$ cat src/rtl/switch_scheduler.sv
// switch_scheduler: output-port scheduler for a 4-port switch.
// Each input presents a target mask and a packet length. Inputs are granted
// exclusive, atomic use of all their (non-own) target outputs for max(len,1)
// beats. Fairness is round-robin, starting from a rotating pointer.
// Optional feature macro: SCHED_STARVE_GUARD_EN. When it is defined, inputs
// that have waited STARVE_LIMIT cycles become urgent and reserve their outputs.
//
// Handshake: an input raises req_valid with stable req_target/req_len and
// holds them until grant or drop pulses for it. req_valid seen during that
// pulse cycle is ignored, so the next request is considered one cycle later.
module switch_scheduler #(
  parameter int LEN_W        = 8,
  parameter int STARVE_LIMIT = 16
) (
  input  logic                 clk,
  input  logic                 rst_n,
  input  logic [3:0]           req_valid,
  input  logic [15:0]          req_target,
  input  logic [4*LEN_W-1:0]   req_len,
  output logic [3:0]           grant,
  output logic [3:0]           drop,
  output logic [3:0]           done,
  output logic [15:0]          out_sel,
  output logic [3:0]           out_active,
  output logic [3:0]           dbg_in_state
);

  localparam int N = 4;

  typedef enum logic {
    IN_IDLE   = 1'b0,
    IN_ACTIVE = 1'b1
  } in_state_e;

  // Registered state
  in_state_e        in_state_q [N];
  in_state_e        in_state_d [N];
  logic [LEN_W-1:0] in_cnt_q   [N];
  logic [LEN_W-1:0] in_cnt_d   [N];
  logic [LEN_W-1:0] out_cnt_q  [N];
  logic [LEN_W-1:0] out_cnt_d  [N];
  logic [15:0]      out_sel_q, out_sel_d;
  logic [3:0]       out_active_q, out_active_d;
  logic [3:0]       grant_q, grant_d;
  logic [3:0]       drop_q, drop_d;
  logic [3:0]       done_q, done_d;
  logic [1:0]       ptr_q, ptr_d;

  // Decoded request view
  logic [3:0]       eff     [N];
  logic [LEN_W-1:0] len_eff [N];
  logic [3:0]       elig;
  logic [3:0]       in_busy;
  logic [3:0]       out_free;

  // Arbitration results
  logic [3:0]       win;
  logic [3:0]       claimed;
  logic [1:0]       idx;
  logic             first_found;
  logic [1:0]       first_idx;

  // Urgent-input reservation (constant zero when the guard is compiled out)
  logic             resv_any;
  logic [1:0]       resv_owner;
  logic [3:0]       resv_mask;

  // Decode each input's effective mask/length and the free/busy view of state
  always_comb begin
    elig     = '0;
    in_busy  = '0;
    out_free = '0;
    for (int i = 0; i < N; i++) begin
      eff[i]    = req_target[4*i +: 4];
      eff[i][i] = 1'b0;
      len_eff[i] = (req_len[LEN_W*i +: LEN_W] == '0) ? LEN_W'(1)
                                                     : req_len[LEN_W*i +: LEN_W];
      // The pulse cycle of a grant/drop is not a new request
      elig[i]    = req_valid[i] & ~grant_q[i] & ~drop_q[i];
      // A counter at 1 is on its last beat and may be re-granted seamlessly
      in_busy[i] = (in_state_q[i] == IN_ACTIVE) && (in_cnt_q[i] > LEN_W'(1));
      out_free[i] = (out_cnt_q[i] <= LEN_W'(1));
    end
  end

`ifdef SCHED_STARVE_GUARD_EN
  localparam int WAIT_W = $clog2(STARVE_LIMIT + 1);

  logic [WAIT_W-1:0] wait_q [N];
  logic [WAIT_W-1:0] wait_d [N];

  // Pick the lowest-index urgent input; it reserves its effective outputs
  always_comb begin
    resv_any   = 1'b0;
    resv_owner = '0;
    resv_mask  = '0;
    for (int i = 0; i < N; i++) begin
      if (!resv_any && (wait_q[i] == WAIT_W'(STARVE_LIMIT))) begin
        resv_any   = 1'b1;
        resv_owner = 2'(i);
        resv_mask  = eff[i];
      end
    end
  end

  // Wait counters count cycles spent pending, saturating at the limit
  always_comb begin
    for (int i = 0; i < N; i++) begin
      wait_d[i] = wait_q[i];
      if (win[i] || drop_d[i]) begin
        wait_d[i] = '0;
      end else if (elig[i] && (wait_q[i] < WAIT_W'(STARVE_LIMIT))) begin
        wait_d[i] = wait_q[i] + WAIT_W'(1);
      end
    end
  end

  // Wait counter registers
  always_ff @(posedge clk or negedge rst_n) begin
    if (!rst_n) begin
      for (int i = 0; i < N; i++) wait_q[i] <= '0;
    end else begin
      for (int i = 0; i < N; i++) wait_q[i] <= wait_d[i];
    end
  end
`else
  // Pure round-robin: nothing is ever reserved
  always_comb begin
    resv_any   = 1'b0;
    resv_owner = '0;
    resv_mask  = '0;
  end
`endif

  // Round-robin scan from ptr; winners claim all their outputs atomically
  always_comb begin
    win         = '0;
    claimed     = '0;
    idx         = '0;
    first_found = 1'b0;
    first_idx   = '0;
    drop_d      = '0;
    for (int i = 0; i < N; i++) begin
      drop_d[i] = elig[i] && (eff[i] == 4'b0);
    end
    for (int k = 0; k < N; k++) begin
      idx = ptr_q + 2'(k);
      if (elig[idx] && (eff[idx] != 4'b0) && !in_busy[idx] &&
          ((eff[idx] & ~out_free) == 4'b0) &&
          ((eff[idx] & claimed) == 4'b0) &&
          (((eff[idx] & resv_mask) == 4'b0) || (resv_any && (resv_owner == idx)))) begin
        win[idx] = 1'b1;
        claimed  = claimed | eff[idx];
        if (!first_found) begin
          first_found = 1'b1;
          first_idx   = idx;
        end
      end
    end
    ptr_d = first_found ? (first_idx + 2'd1) : ptr_q;
  end

  // Next-state for beat counters, output selects and per-input FSM
  always_comb begin
    for (int j = 0; j < N; j++) begin
      out_cnt_d[j]           = (out_cnt_q[j] != '0) ? (out_cnt_q[j] - LEN_W'(1)) : '0;
      out_sel_d[4*j +: 4]    = out_sel_q[4*j +: 4];
    end
    for (int i = 0; i < N; i++) begin
      if (win[i]) begin
        for (int j = 0; j < N; j++) begin
          if (eff[i][j]) begin
            out_cnt_d[j]        = len_eff[i];
            out_sel_d[4*j +: 4] = 4'b0;
            out_sel_d[4*j + i]  = 1'b1;
          end
        end
      end
    end
    for (int j = 0; j < N; j++) begin
      if (out_cnt_d[j] == '0) out_sel_d[4*j +: 4] = 4'b0;
      out_active_d[j] = (out_cnt_d[j] != '0);
    end
    for (int i = 0; i < N; i++) begin
      if (win[i]) begin
        in_cnt_d[i] = len_eff[i];
      end else begin
        in_cnt_d[i] = (in_cnt_q[i] != '0) ? (in_cnt_q[i] - LEN_W'(1)) : '0;
      end
      in_state_d[i] = (in_cnt_d[i] != '0) ? IN_ACTIVE : IN_IDLE;
      done_d[i]     = (in_cnt_d[i] == LEN_W'(1));
    end
    grant_d = win;
  end

  // All scheduler state, including the per-input IDLE/ACTIVE FSM
  always_ff @(posedge clk or negedge rst_n) begin
    if (!rst_n) begin
      for (int i = 0; i < N; i++) begin
        in_state_q[i] <= IN_IDLE;
        in_cnt_q[i]   <= '0;
        out_cnt_q[i]  <= '0;
      end
      out_sel_q    <= '0;
      out_active_q <= '0;
      grant_q      <= '0;
      drop_q       <= '0;
      done_q       <= '0;
      ptr_q        <= '0;
    end else begin
      for (int i = 0; i < N; i++) begin
        in_state_q[i] <= in_state_d[i];
        in_cnt_q[i]   <= in_cnt_d[i];
        out_cnt_q[i]  <= out_cnt_d[i];
      end
      out_sel_q    <= out_sel_d;
      out_active_q <= out_active_d;
      grant_q      <= grant_d;
      drop_q       <= drop_d;
      done_q       <= done_d;
      ptr_q        <= ptr_d;
    end
  end

  // Debug view of the per-input FSM
  always_comb begin
    for (int i = 0; i < N; i++) dbg_in_state[i] = in_state_q[i];
  end

  assign grant      = grant_q;
  assign drop       = drop_q;
  assign done       = done_q;
  assign out_sel    = out_sel_q;
  assign out_active = out_active_q;

endmodule

$ cat config.mk
export PLATFORM = sky130hd
export DESIGN_NAME = switch_scheduler
export DESIGN_NICKNAME = d
export VERILOG_FILES = /design/src/rtl/switch_scheduler.sv
export SDC_FILE = /design/constraint.sdc
export NUM_CORES = 1
export LEC_CHECK = 0
export ABC_AREA = 0
export CORE_ASPECT_RATIO = 0.75
export CORE_UTILIZATION = 30
export DETAILED_ROUTE_END_ITERATION = 8
export PLACE_DENSITY_LB_ADDON = 0.15
export SLEW_MARGIN = 30
export SYNTH_ARGS = -nofsm -noshare
export SYNTH_HDL_FRONTEND = slang
export SYNTH_SLANG_ARGS = --single-unit
$ cat constraint.sdc
create_clock -name clk -period 5.6 [get_ports clk]
set_input_delay 0.56 -clock clk [delete_from_list [all_inputs] [get_ports clk]]
set_output_delay 0.56 -clock clk [all_outputs]
set_load 0.01 [all_outputs]
==> implementation parameters, run 1 <==
Parameter                              Value

Worst setup path
  CP arrival    between 5000 and 6000 ps
  Number of cells traversed by the worst register-to-register path    15
  Most numerous cell on the critical path    sky130_fd_sc_hd__buf_4
  Worst stage delay on the critical path    between 500 and 600 ps
  Buffers plus inverters on the worst setup path    2
  Highest fanout seen on the critical path    7
  Cell breakdown of the critical path    or3_1, o41ai_2, buf_4, a32oi_1, mux2i_2, nand3_4, a311oi_1, buf_4, a31o_1, nand2_1, o21ai_0, o21ai_1, or4_1, or4b_4, and4_1
  Endpoint class of the critical path    flop
  CP Data Required Time    slightly below 6000 ps
  Logic depth of the worst setup path including buffers    15
  Start-to-end type of the worst setup path    flop to flop
  Standard cell with the maximum stage delay on the critical path    sky130_fd_sc_hd__or4_1
  Element type at the critical path start    flop
  Dominant delay contributor by cell family on the critical path    simple AND/OR/NAND/NOR gates

Detailed routing
  DRC violations left    0
  Count of antenna-violating nets left after detailed routing    0
  Post-Route WL    29200 um
  Post-detailed-route wirelength per cell    ~21 um
  Pre-Repair DR Iteration Count    5
  DR vias    7668
  Via density per instance    5.56
  DR iter-0 viols    approximately 710

Logic synthesis
  Most instantiated flip-flop cell in the synthesis netlist    sky130_fd_sc_hd__dfrtp_1
  Library cells used by synthesis    91
  Syn. warnings    0
  Average cell area after synthesis    8.68 sq um
  Area of the mapped netlist    0.00778 sq mm
  Post-synthesis net count    984
  Synthesized-area fraction occupied by ao, oa, aoi and oai cells    23.3%
  Combinational family with the most area after synthesis    simple AND/OR/NAND/NOR gates
  Multiplexer fraction of the synthesized cell area    2.89%
  EDFF count, synth    0
  Post-Syn Instances    897
  Synth Area in Simple Gates    26.6%
  Post-Synth Adder-Cell Area    5.31%
  Fraction of registers with async set/reset    100%
  Area share of xor/xnor cells in the synthesized design    4.95%
  Sequential-to-total area share from yosys stat    around 33%
  Flip-flop and latch count after synthesis    102

Pwr
  Static leakage    3.95 nW
  Internal Dissipation    1.15 mW
  NetSw    around 0.42 mW
  Switching portion of total power    26.9%
  IR Drop Worst-Case VDD    150 uV
  Part of the total power dissipated in the clock network    43.2%
  Power Density    160 mW/mm^2
  Sequential cell fraction of total power    ~47%
  Overall power consumption    1.57 mW
  Proportion of power drawn by combinational gates    9.9%

Timing
  Final worst path period need    around 5300 ps
  Number of endpoints with negative hold slack in the final report    0
  Setup Skew    18.7 ps
  Unrepaired setup endpoints after global routing    no
  Count of endpoints failing setup in the final report    0
  Final Slew Violations    0
  Worst slew margin relative to its limit    between 30% and 40%
  Maximum clock rate    190 MHz
  Actual transition at the worst max-transition pin    952 ps
  Tcrit/Tclk final    93.8%
  Worst hold slack after final layout    219 ps
  Total Neg Setup Slack    0 ps
  Minimum setup slack in the final design    347 ps

Clock tree
  Clock-pin transition on the worst setup and hold timing paths    80 ps
  Hold-fix buffers at CTS    0
  Buffer cell driving the clock tree root    sky130_fd_sc_hd__clkbuf_16
  Clock latency on the worst-skew pair    380 ps
  TritonCTS clock tree    done
  Max Buffers Root-to-Sink    2
  Clk sinks    102
  Setup bufs post-CTS    0
  Number of buffers added by the clock tree synthesis step    9
  Number of H-tree levels    3

Final layout
  Antenna cells    0
  Area growth syn-to-layout    26.0%
  Post-layout util    about two fifths
  Post-layout net count    about 1100
  Most frequent standard cell in the layout excluding fill and tap cells    sky130_fd_sc_hd__dfrtp_1
  Commonest cells after routing, fill and taps aside    102 x sky130_fd_sc_hd__dfrtp_1, 93 x sky130_fd_sc_hd__nand2_1, 84 x sky130_fd_sc_hd__clkdlybuf4s50_1, 81 x sky130_fd_sc_hd__buf_4, 65 x sky130_fd_sc_hd__nor2_1
  Number of filler instances in the final layout    2566
  Share of cells above drive strength 1    14.7%

Floorplanning
  Effective utilization at floorplan    30.9%
  I/O Pins    90
  Rows    50
  Chip width    188 um
  Core Box Area    approximately 0.025 sq mm
  Die footprint    between 0.02 and 0.03 sq mm
  Die Height    141 um

Global route
  Total congestion overflow    0
  Vias in the first global route    7324
  Global-route wire length before repair    between 40000 and 50000 um
  Maximum number of pins on one net before global-route repair    54
  Overall Global Routing Usage    22.3%
  Antenna violations before repair    0

Worst hold path
  Hold WC Path Type    input port to asynchronous set/reset pin

Place
  Placed wire-length estimate    22600 um
  Post-placement worst setup slack    roughly 220 ps
  RD Place Congestion    roughly 0.9
  Port buffer count    85

Job
  Max-cap violations    0

Status
  Outcome    finished, final reports clean
==> flip-flops by register name (all words and copies together) (netlist names), 4 cells and up <==
signal	count
out_cnt_q	32
dbg_in_state	4
out_active	4
done	4
in_cnt_q	32
out_sel	16
grant	4
drop	4
==> final cells by class <==
type                            count  area [sq um]  area share [%]
Tap cell                          338           423            4.31
Sequential cell                   102          2550            26.0
Inverter                           40           150            1.53
Clock inverter                      7          80.1           0.817
Clock buffer                        9           225            2.30
Timing Repair Buffer              165          1450            14.8
Multi-Input combinational cell    717          4920            50.2
==> worst register-to-register path, delay by kind of cell (launching register included) <==
family | cells | cell delay [ps]
AOI/OAI and AO/OA | 6 | 1760
DFF | 1 | 430
muxes | 1 | 400
and+or+nand+nor | 6 | 2110
buffers and inverters | 2 | 460
==> power by group through the flow <==
stage	sequential [mW]	clock [mW]	combinational (mW)
global route	0.737	0.721	0.166
CTS	0.737	0.703	0.156
detailed placement	0.752	0	0.155
finish	0.737	0.679	0.156
global placement	0.752	0	0.155
floorplan	0.752	0	0.0412
==> timing repair <==
item                       4_1_cts  5_1_grt
gates resized for setup          0        2
setup endpoints to repair        0        5
hold endpoints to repair         0        0
==> cells by family (layout without fill, tap and decap cells) <==
logic type,Yosys count,after routing
flops,102,102
compound gates,234,234
mux,21,21
buf+inv,78,221
fa+ha+maj,33,33
simple gates,385,385
xor+xnor,44,44
==> worst paths after layout <==
kind / startpoint / end / slack, ps
max: in_cnt_q[20] / out_sel[0] / 350
min: rst_n / in_cnt_q[31] / 220
max reg2reg: in_cnt_q[20] / out_sel[0] / 350
min reg2reg: out_sel[8] / out_sel[8] / 500
max in group asynchronous: rst_n / out_cnt_q[23] / 4170
min in group clk: out_sel[8] / out_sel[8] / 500
==> layer usage <==
metal,vias up,GRT usage [%],wire [um]
met4,0,5.61,501
met1,3716,34.7,15300
met3,33,5.10,2030
met5,-,0,0
li1,3640,-,-
met2,279,30.1,11400
==> Yosys cell counts (5+ instances only) <==
| library cell | number | area share, % |
|---|---|---|
| sky130_fd_sc_hd__a211oi_1 | 11 | 1.1 |
| sky130_fd_sc_hd__a21o_1 | 15 | 1.4 |
| sky130_fd_sc_hd__a21oi_1 | 25 | 1.6 |
| sky130_fd_sc_hd__a22o_1 | 5 | 0.56 |
| sky130_fd_sc_hd__a22oi_1 | 6 | 0.58 |
| sky130_fd_sc_hd__a31oi_1 | 5 | 0.40 |
| sky130_fd_sc_hd__a32oi_1 | 9 | 1.0 |
| sky130_fd_sc_hd__and2_1 | 14 | 1.1 |
| sky130_fd_sc_hd__and3_1 | 14 | 1.1 |
| sky130_fd_sc_hd__buf_1 | 7 | 0.34 |
| sky130_fd_sc_hd__buf_2 | 7 | 0.45 |
| sky130_fd_sc_hd__clkbuf_1 | 21 | 1.0 |
| sky130_fd_sc_hd__dfrtp_1 | 102 | 33 |
| sky130_fd_sc_hd__ha_1 | 33 | 5.3 |
| sky130_fd_sc_hd__inv_1 | 39 | 1.9 |
| sky130_fd_sc_hd__mux2_2 | 9 | 1.3 |
| sky130_fd_sc_hd__mux2i_1 | 11 | 1.4 |
| sky130_fd_sc_hd__nand2_1 | 93 | 4.5 |
| sky130_fd_sc_hd__nand2b_1 | 12 | 0.96 |
| sky130_fd_sc_hd__nand3_1 | 32 | 2.1 |
| sky130_fd_sc_hd__nand3b_1 | 5 | 0.48 |
| sky130_fd_sc_hd__nor2_1 | 65 | 3.1 |
| sky130_fd_sc_hd__nor3_1 | 54 | 3.5 |
| sky130_fd_sc_hd__nor3b_1 | 8 | 0.77 |
| sky130_fd_sc_hd__nor4_1 | 21 | 1.7 |
| sky130_fd_sc_hd__nor4b_1 | 10 | 1.1 |
| sky130_fd_sc_hd__o211ai_1 | 14 | 1.4 |
| sky130_fd_sc_hd__o21a_1 | 7 | 0.68 |
| sky130_fd_sc_hd__o21ai_0 | 32 | 2.1 |
| sky130_fd_sc_hd__o21ai_1 | 6 | 0.39 |
| sky130_fd_sc_hd__o22ai_1 | 8 | 0.64 |
| sky130_fd_sc_hd__o31ai_1 | 25 | 2.4 |
| sky130_fd_sc_hd__or2_2 | 6 | 0.48 |
| sky130_fd_sc_hd__or3_1 | 6 | 0.48 |
| sky130_fd_sc_hd__or4_1 | 10 | 0.96 |
| sky130_fd_sc_hd__or4_4 | 5 | 0.72 |
| sky130_fd_sc_hd__xnor2_1 | 27 | 3.0 |
| sky130_fd_sc_hd__xor2_1 | 17 | 1.9 |
==> stage by stage <==
stage,area [sq um],cells
floorplan,7780,897
global placement,9480,1362
detailed placement,9490,1362
CTS,9800,1378
global route,9800,1378
finish,9800,1378
Note: power is estimated with default switching activity, not from simulation.
==> inputs of run 2 (changes only) <==
- SETUP_SLACK_MARGIN: not set -> 0.3
==> run 2 against run 1 <==
Net effect: sequential power about the same; clock skew is 4.1 ps lower; register-to-register slack improved by 70 ps; global-route usage fell by 0.10 points; critical path type unchanged; largest cell class unchanged; largest power group unchanged.
==> implementation parameters, run 2 (synthesis gave the netlist of run 1 again) <==
Parameter                              Value

Detailed routing
  DR iter-0 viols    756 (was 705)
  DR vias    7673 (was 7668)
  Via density per instance    5.51 (was 5.56)
  DRC violations left    0 (unchanged)
  Count of antenna-violating nets left after detailed routing    0 (unchanged)
  Pre-Repair DR Iteration Count    5 (unchanged)
  Post-detailed-route wirelength per cell    20.9 um (was 21.2 um)
  Post-Route WL    29100 um (was 29200 um)

Final layout
  Antenna cells    0 (unchanged)
  Share of cells above drive strength 1    16.5% (was 14.7%)
  Post-layout net count    1137 (was 1122)
  Area growth syn-to-layout    28.2% (was 26.0%)
  Commonest cells after routing, fill and taps aside    102 x sky130_fd_sc_hd__dfrtp_1, 95 x sky130_fd_sc_hd__buf_4, 93 x sky130_fd_sc_hd__nand2_1, 84 x sky130_fd_sc_hd__clkdlybuf4s50_1, 65 x sky130_fd_sc_hd__nor2_1 (was 102 x sky130_fd_sc_hd__dfrtp_1, 93 x sky130_fd_sc_hd__nand2_1, 84 x sky130_fd_sc_hd__clkdlybuf4s50_1, 81 x sky130_fd_sc_hd__buf_4, 65 x sky130_fd_sc_hd__nor2_1)
  Most frequent standard cell in the layout excluding fill and tap cells    sky130_fd_sc_hd__dfrtp_1 (unchanged)

Worst setup path
  Endpoint class of the critical path    flop (unchanged)
  CP Data Required Time    5860 ps (was 5880 ps)
  Start-to-end type of the worst setup path    flop to flop (unchanged)
  Element type at the critical path start    flop (unchanged)
  Highest fanout seen on the critical path    6 (was 7)
  CP arrival    5450 ps (was 5530 ps)

Place
  Post-placement worst setup slack    192 ps (was 224 ps)
  Port buffer count    85 (unchanged)
  RD Place Congestion    0.953 (was 0.920)
  Placed wire-length estimate    22500 um (was 22600 um)

Timing
  Count of endpoints failing setup in the final report    0 (unchanged)
  Setup Skew    14.6 ps (was 18.7 ps)
  Final worst path period need    5180 ps (was 5250 ps)
  Number of endpoints with negative hold slack in the final report    0 (unchanged)
  Minimum setup slack in the final design    415 ps (was 347 ps)
  Worst slew margin relative to its limit    48.3% (was 36.4%)
  Final Slew Violations    0 (unchanged)
  Unrepaired setup endpoints after global routing    no (unchanged)
  Total Neg Setup Slack    0 ps (unchanged)
  Maximum clock rate    193 MHz (was 190 MHz)
  Tcrit/Tclk final    92.6% (was 93.8%)
  Actual transition at the worst max-transition pin    765 ps (was 952 ps)
  Worst hold slack after final layout    171 ps (was 219 ps)

Clock tree
  Buffer cell driving the clock tree root    sky130_fd_sc_hd__clkbuf_16 (unchanged)
  Clk sinks    102 (unchanged)
  Clock latency on the worst-skew pair    370 ps (was 380 ps)
  Clock-pin transition on the worst setup and hold timing paths    80 ps (about the same)
  Max Buffers Root-to-Sink    2 (unchanged)
  Number of buffers added by the clock tree synthesis step    9 (unchanged)
  Number of H-tree levels    3 (unchanged)
  TritonCTS clock tree    done (unchanged)

Status
  Outcome    finished, final reports clean (unchanged)

Global route
  Maximum number of pins on one net before global-route repair    69 (was 54)
  Antenna violations before repair    0 (unchanged)
  Vias in the first global route    7138 (was 7324)
  Overall Global Routing Usage    22.2% (was 22.3%)
  Global-route wire length before repair    44500 um (about the same)
  Total congestion overflow    0 (unchanged)

Pwr
  IR Drop Worst-Case VDD    145 uV (was 150 uV)
  Static leakage    4.04 nW (was 3.95 nW)
  Power Density    159 mW/mm^2 (was 160 mW/mm^2)
  Overall power consumption    1.58 mW (was 1.57 mW)

Floorplanning
  Rows    50 (unchanged)
  I/O Pins    90 (unchanged)
  Effective utilization at floorplan    30.9% (unchanged)
  Chip width    188 um (unchanged)
  Die footprint    0.0266 sq mm (unchanged)
  Core Box Area    0.0252 sq mm (unchanged)
  Die Height    141 um (unchanged)

Worst hold path
  Hold WC Path Type    input port to asynchronous set/reset pin (unchanged)

Job
  Max-cap violations    0 (unchanged)
run 2: path summary, 6_finish.rpt:
kind	slack, ps	depth (start not counted)	end	start
setup / recovery	420	14	out_sel[0]	out_cnt_q[18]
hold / removal	170	1	out_cnt_q[19]	rst_n
setup reg to reg	420	14	out_sel[0]	out_cnt_q[18]
hold reg to reg	510	2	out_sel[8]	out_sel[8]
max in group asynchronous	4500	2	drop[0]	rst_n
min in group clk	510	2	out_sel[8]	out_sel[8]
run 2: per-stage QoR:
stage	util, %	instances	cell area, sq um
2_1_floorplan	-	897	7780
6_report	39.6	1393	9980
3_3_place_gp	38.0	1376	9590
4_1_cts	39.3	1392	9910
3_5_place_dp	38.0	1376	9590
5_1_grt	39.6	1393	9980
run 2: power by group:
| group | total, mW | switching, mW | internal (mW) |
|---|---|---|---|
| clock network | 0.686 | 0.318 | 0.368 |
| logic | 0.160 | 0.0992 | 0.0605 |
| registers | 0.737 | 0.000420 | 0.737 |
run 2: per-layer routing:
layer / global-route usage [%] / wire, um / vias to the layer above / share of wire (%)
li1: - / - / 3661 / -
met1: 34.8 / 15300 / 3729 / 53
met2: 31.2 / 11700 / 272 / 40
met3: 4.45 / 1950 / 11 / 6.7
met4: 3.25 / 150 / 0 / 0.52
met5: 0 / 0 / - / 0
run 2: timing repair:
action	CTS	global route
setup endpoints to repair	9	16
buffers inserted	0	1
endpoints found under the hold margin	0	0
hold buffers	0	0
pin swaps	0	1
gates resized for setup	1	10
run 2: final cells by class:
class | count | area (sq um)
Inverter | 40 | 151
Clock inverter | 6 | 75.1
Multi-Input combinational cell | 717 | 4970
Sequential cell | 102 | 2550
Clock buffer | 10 | 239
Tap cell | 338 | 423
Fill cell | 2546 | 15200
Timing Repair Buffer | 180 | 1570
run 2: worst max-delay path, stage by stage, from the launching register on:
cell	delay, ps
sky130_fd_sc_hd__dfrtp_1	440
sky130_fd_sc_hd__or4_4	560
sky130_fd_sc_hd__or4_4	520
sky130_fd_sc_hd__a222oi_1	320
sky130_fd_sc_hd__and3_1	240
sky130_fd_sc_hd__and3_1	320
sky130_fd_sc_hd__buf_4	190
sky130_fd_sc_hd__a311oi_1	120
sky130_fd_sc_hd__a311o_2	490
sky130_fd_sc_hd__and3_1	240
sky130_fd_sc_hd__o32ai_4	210
sky130_fd_sc_hd__o21ai_2	90
sky130_fd_sc_hd__or4_1	580
sky130_fd_sc_hd__or4b_4	550
sky130_fd_sc_hd__and4_1	220
==> inputs of run 3 (changes only) <==
- CORE_UTILIZATION: 30 -> 45
==> run 3 against run 2 <==
Net effect: final cell count fell by 11%; cell area is 3.9% lower; register-to-register slack better by 60 ps; sequential power about the same; clock skew fell by 2.1 ps; hold slack improved by 130 ps; critical path type unchanged; power decreased by 4.0%; sequential share of layout area rose by 1.0 points; die area shrank 33%; clock power fell by 8.3%.
==> implementation parameters, run 3 (synthesis gave the netlist of run 1 again) <==
Parameter                              Value

Detailed routing
  Count of antenna-violating nets left after detailed routing    0 (unchanged)
  DR vias    7758 (was 7673)
  Length of routed met3 wiring    2300 um (was 1950 um)
  Met2 wire length    10500 um (was 11700 um)
  Post-Route WL    26000 um (was 29100 um)
  Via density per instance    6.24 (was 5.51)
  M1 wire length    12700 um (was 15300 um)
  Post-detailed-route wirelength per cell    20.9 um (about the same)
  Max Used Layer    met4 (unchanged)
  DR iter-0 viols    866 (was 756)
  DRC violations left    0 (unchanged)
  Pre-Repair DR Iteration Count    7 (was 5)

Worst setup path
  Startpoint of the most critical setup path    out_cnt_q[19] (was out_cnt_q[18])
  Standard cell with the maximum stage delay on the critical path    sky130_fd_sc_hd__or4_4 (was sky130_fd_sc_hd__or4_1)
  Most numerous cell on the critical path    sky130_fd_sc_hd__or4_4 (was sky130_fd_sc_hd__and3_1)
  Reg-to-Reg End    out_sel[0] (unchanged)
  Worst stage delay on the critical path    590 ps (was 580 ps)
  Start-to-end type of the worst setup path    flop to flop (unchanged)
  Cell breakdown of the critical path    or4_4, or4_4, a222oi_1, and3_1, and3_2, a32o_1, a21o_1, a31o_1, and2_4, a21oi_1, a22o_1, or4_1, or4b_4, and4_1 (was or4_4, or4_4, a222oi_1, and3_1, and3_1, buf_4, a311oi_1, a311o_2, and3_1, o32ai_4, o21ai_2, or4_1, or4b_4, and4_1)
  R2R Path Start    out_cnt_q[19] (was out_cnt_q[18])
  Worst Setup EP    out_sel[0] (unchanged)
  Highest fanout seen on the critical path    10 (was 6)
  Buffers plus inverters on the worst setup path    0 (was 1)
  Logic depth of the worst setup path including buffers    14 (unchanged)
  Endpoint class of the critical path    flop (unchanged)
  Element type at the critical path start    flop (unchanged)
  CP arrival    5380 ps (was 5450 ps)
  Number of cells traversed by the worst register-to-register path    14 (unchanged)
  Dominant delay contributor by cell family on the critical path    simple AND/OR/NAND/NOR gates (unchanged)
  FF-to-FF setup slack    480 ps (was 420 ps)
  CP Data Required Time    5860 ps (about the same)

Global route
  Maximum number of pins on one net before global-route repair    67 (was 69)
  Total congestion overflow    0 (unchanged)
  Overall Global Routing Usage    29.7% (was 22.2%)
  Vias in the first global route    7141 (was 7138)
  Antenna violations before repair    0 (unchanged)
  Global-route wire length before repair    40200 um (was 44500 um)

Timing
  Count of endpoints failing setup in the final report    0 (unchanged)
  Worst slew margin relative to its limit    39.6% (was 48.3%)
  Number of endpoints with negative hold slack in the final report    0 (unchanged)
  Final worst path period need    5120 ps (was 5180 ps)
  Unrepaired setup endpoints after global routing    yes (was no)
  Tcrit/Tclk final    91.5% (was 92.6%)
  Maximum clock rate    195 MHz (was 193 MHz)
  Actual transition at the worst max-transition pin    905 ps (was 765 ps)
  Setup Skew    12.5 ps (was 14.6 ps)
  Total Neg Setup Slack    0 ps (unchanged)
  Final Slew Violations    0 (unchanged)

Place
  Placed wire-length estimate    19800 um (was 22500 um)
  Port buffer count    85 (unchanged)
  RD Place Congestion    0.960 (was 0.953)
  Number of placed cells counting well taps    1223 (was 1376)

Final layout
  Area growth syn-to-layout    23.3% (was 28.2%)
  Post-route insts no fill    1243 (was 1393)
  Commonest cells after routing, fill and taps aside    102 x sky130_fd_sc_hd__dfrtp_1, 93 x sky130_fd_sc_hd__nand2_1, 84 x sky130_fd_sc_hd__clkdlybuf4s50_1, 69 x sky130_fd_sc_hd__buf_4, 65 x sky130_fd_sc_hd__nor2_1 (was 102 x sky130_fd_sc_hd__dfrtp_1, 95 x sky130_fd_sc_hd__buf_4, 93 x sky130_fd_sc_hd__nand2_1, 84 x sky130_fd_sc_hd__clkdlybuf4s50_1, 65 x sky130_fd_sc_hd__nor2_1)
  Antenna cells    0 (unchanged)
  Post-layout net count    1110 (was 1137)
  Share of cells above drive strength 1    14.2% (was 16.5%)
  Most frequent standard cell in the layout excluding fill and tap cells    sky130_fd_sc_hd__dfrtp_1 (unchanged)
  Number of filler instances in the final layout    1577 (was 2546)

Clock tree
  Clock latency on the worst-skew pair    370 ps (about the same)
  Number of buffers added by the clock tree synthesis step    9 (unchanged)
  Clk sinks    102 (unchanged)
  Hold-fix buffers at CTS    0 (unchanged)
  Clock-pin transition on the worst setup and hold timing paths    80 ps (about the same)
  Max Buffers Root-to-Sink    2 (unchanged)
  TritonCTS clock tree    done (unchanged)
  Buffer cell driving the clock tree root    sky130_fd_sc_hd__clkbuf_16 (unchanged)
  Number of H-tree levels    3 (unchanged)

Floorplanning
  Core Box Area    0.0169 sq mm (was 0.0252 sq mm)
  I/O Pins    90 (unchanged)
  Rows    41 (was 50)
  Effective utilization at floorplan    46.1% (was 30.9%)
  Chip width    154 um (was 188 um)
  Die footprint    0.0178 sq mm (was 0.0266 sq mm)
  Die Height    116 um (was 141 um)

Pwr
  IR Drop Worst-Case VDD    142 uV (was 145 uV)
  Static leakage    3.91 nW (was 4.04 nW)
  Power Density    158 mW/mm^2 (was 159 mW/mm^2)

Worst hold path
  Hold WC Path Type    input port to asynchronous set/reset pin (unchanged)

Job
  Max-cap violations    0 (unchanged)

Status
  Outcome    finished, final reports clean (unchanged)
==> run 3: cell count changes in the layout (fill, tap and decap cells not counted), sizes merged <==
cell,delta
buf,-27
clkinv,+2
bufinv,-1
clkbuf,-1
==> run 3: worst min-delay path by stage <==
stage	start	to
after floorplan	rst_n	dbg_in_state[0]
after global placement	out_sel[8]	out_sel[8]
after detailed placement	out_sel[10]	out_sel[10]
after CTS	rst_n	done[0]
after global routing	rst_n	out_active[1]
final	rst_n	out_cnt_q[19]
==> run 3: final cells by class <==
class / instances / area [sq um] / share of cell area, %
Multi-Input combinational cell: 717 / 4970 / 51.8
Tap cell: 215 / 269 / 2.80
Timing Repair Buffer: 153 / 1360 / 14.2
Inverter: 40 / 151 / 1.58
Sequential cell: 102 / 2550 / 26.6
Clock inverter: 7 / 63.8 / 0.665
Clock buffer: 9 / 225 / 2.35
==> run 3: through the flow <==
stage | utilization (%) | worst slack [ps] | hold slack, ps | power, mW | area, sq um
after floorplan | - | 382 | 264 | 0.793 | 7780
after global routing | 56.8 | 280 | 379 | 1.57 | 9590
after global placement | 54.6 | 205 | 487 | 0.900 | 9210
final | 56.8 | 475 | 304 | 1.52 | 9590
after CTS | 56.3 | 355 | 337 | 1.53 | 9510
after detailed placement | 54.6 | 203 | 491 | 0.899 | 9220
==> run 3: layer usage <==
layer	vias to the layer above	global-route usage, %
li1	3608	-
met1	3769	44.8
met2	345	42.0
met3	36	6.58
met4	0	8.93
met5	-	0
==> run 3: timing repair <==
item / CTS / global route
pin swaps: 0 / 3
gates resized for setup: 1 / 9
endpoints found under the hold margin: 0 / 0
gates cloned: 0 / 0
setup buffers: 0 / 4
endpoints found under the setup margin: 9 / 15
==> run 3: power breakdown <==
group / total (mW) / internal [mW] / switching, mW
combinational: 0.152 / 0.0585 / 0.0936
sequential: 0.737 / 0.736 / 0.000410
clock: 0.629 / 0.312 / 0.318
total: 1.52 / 1.11 / 0.412
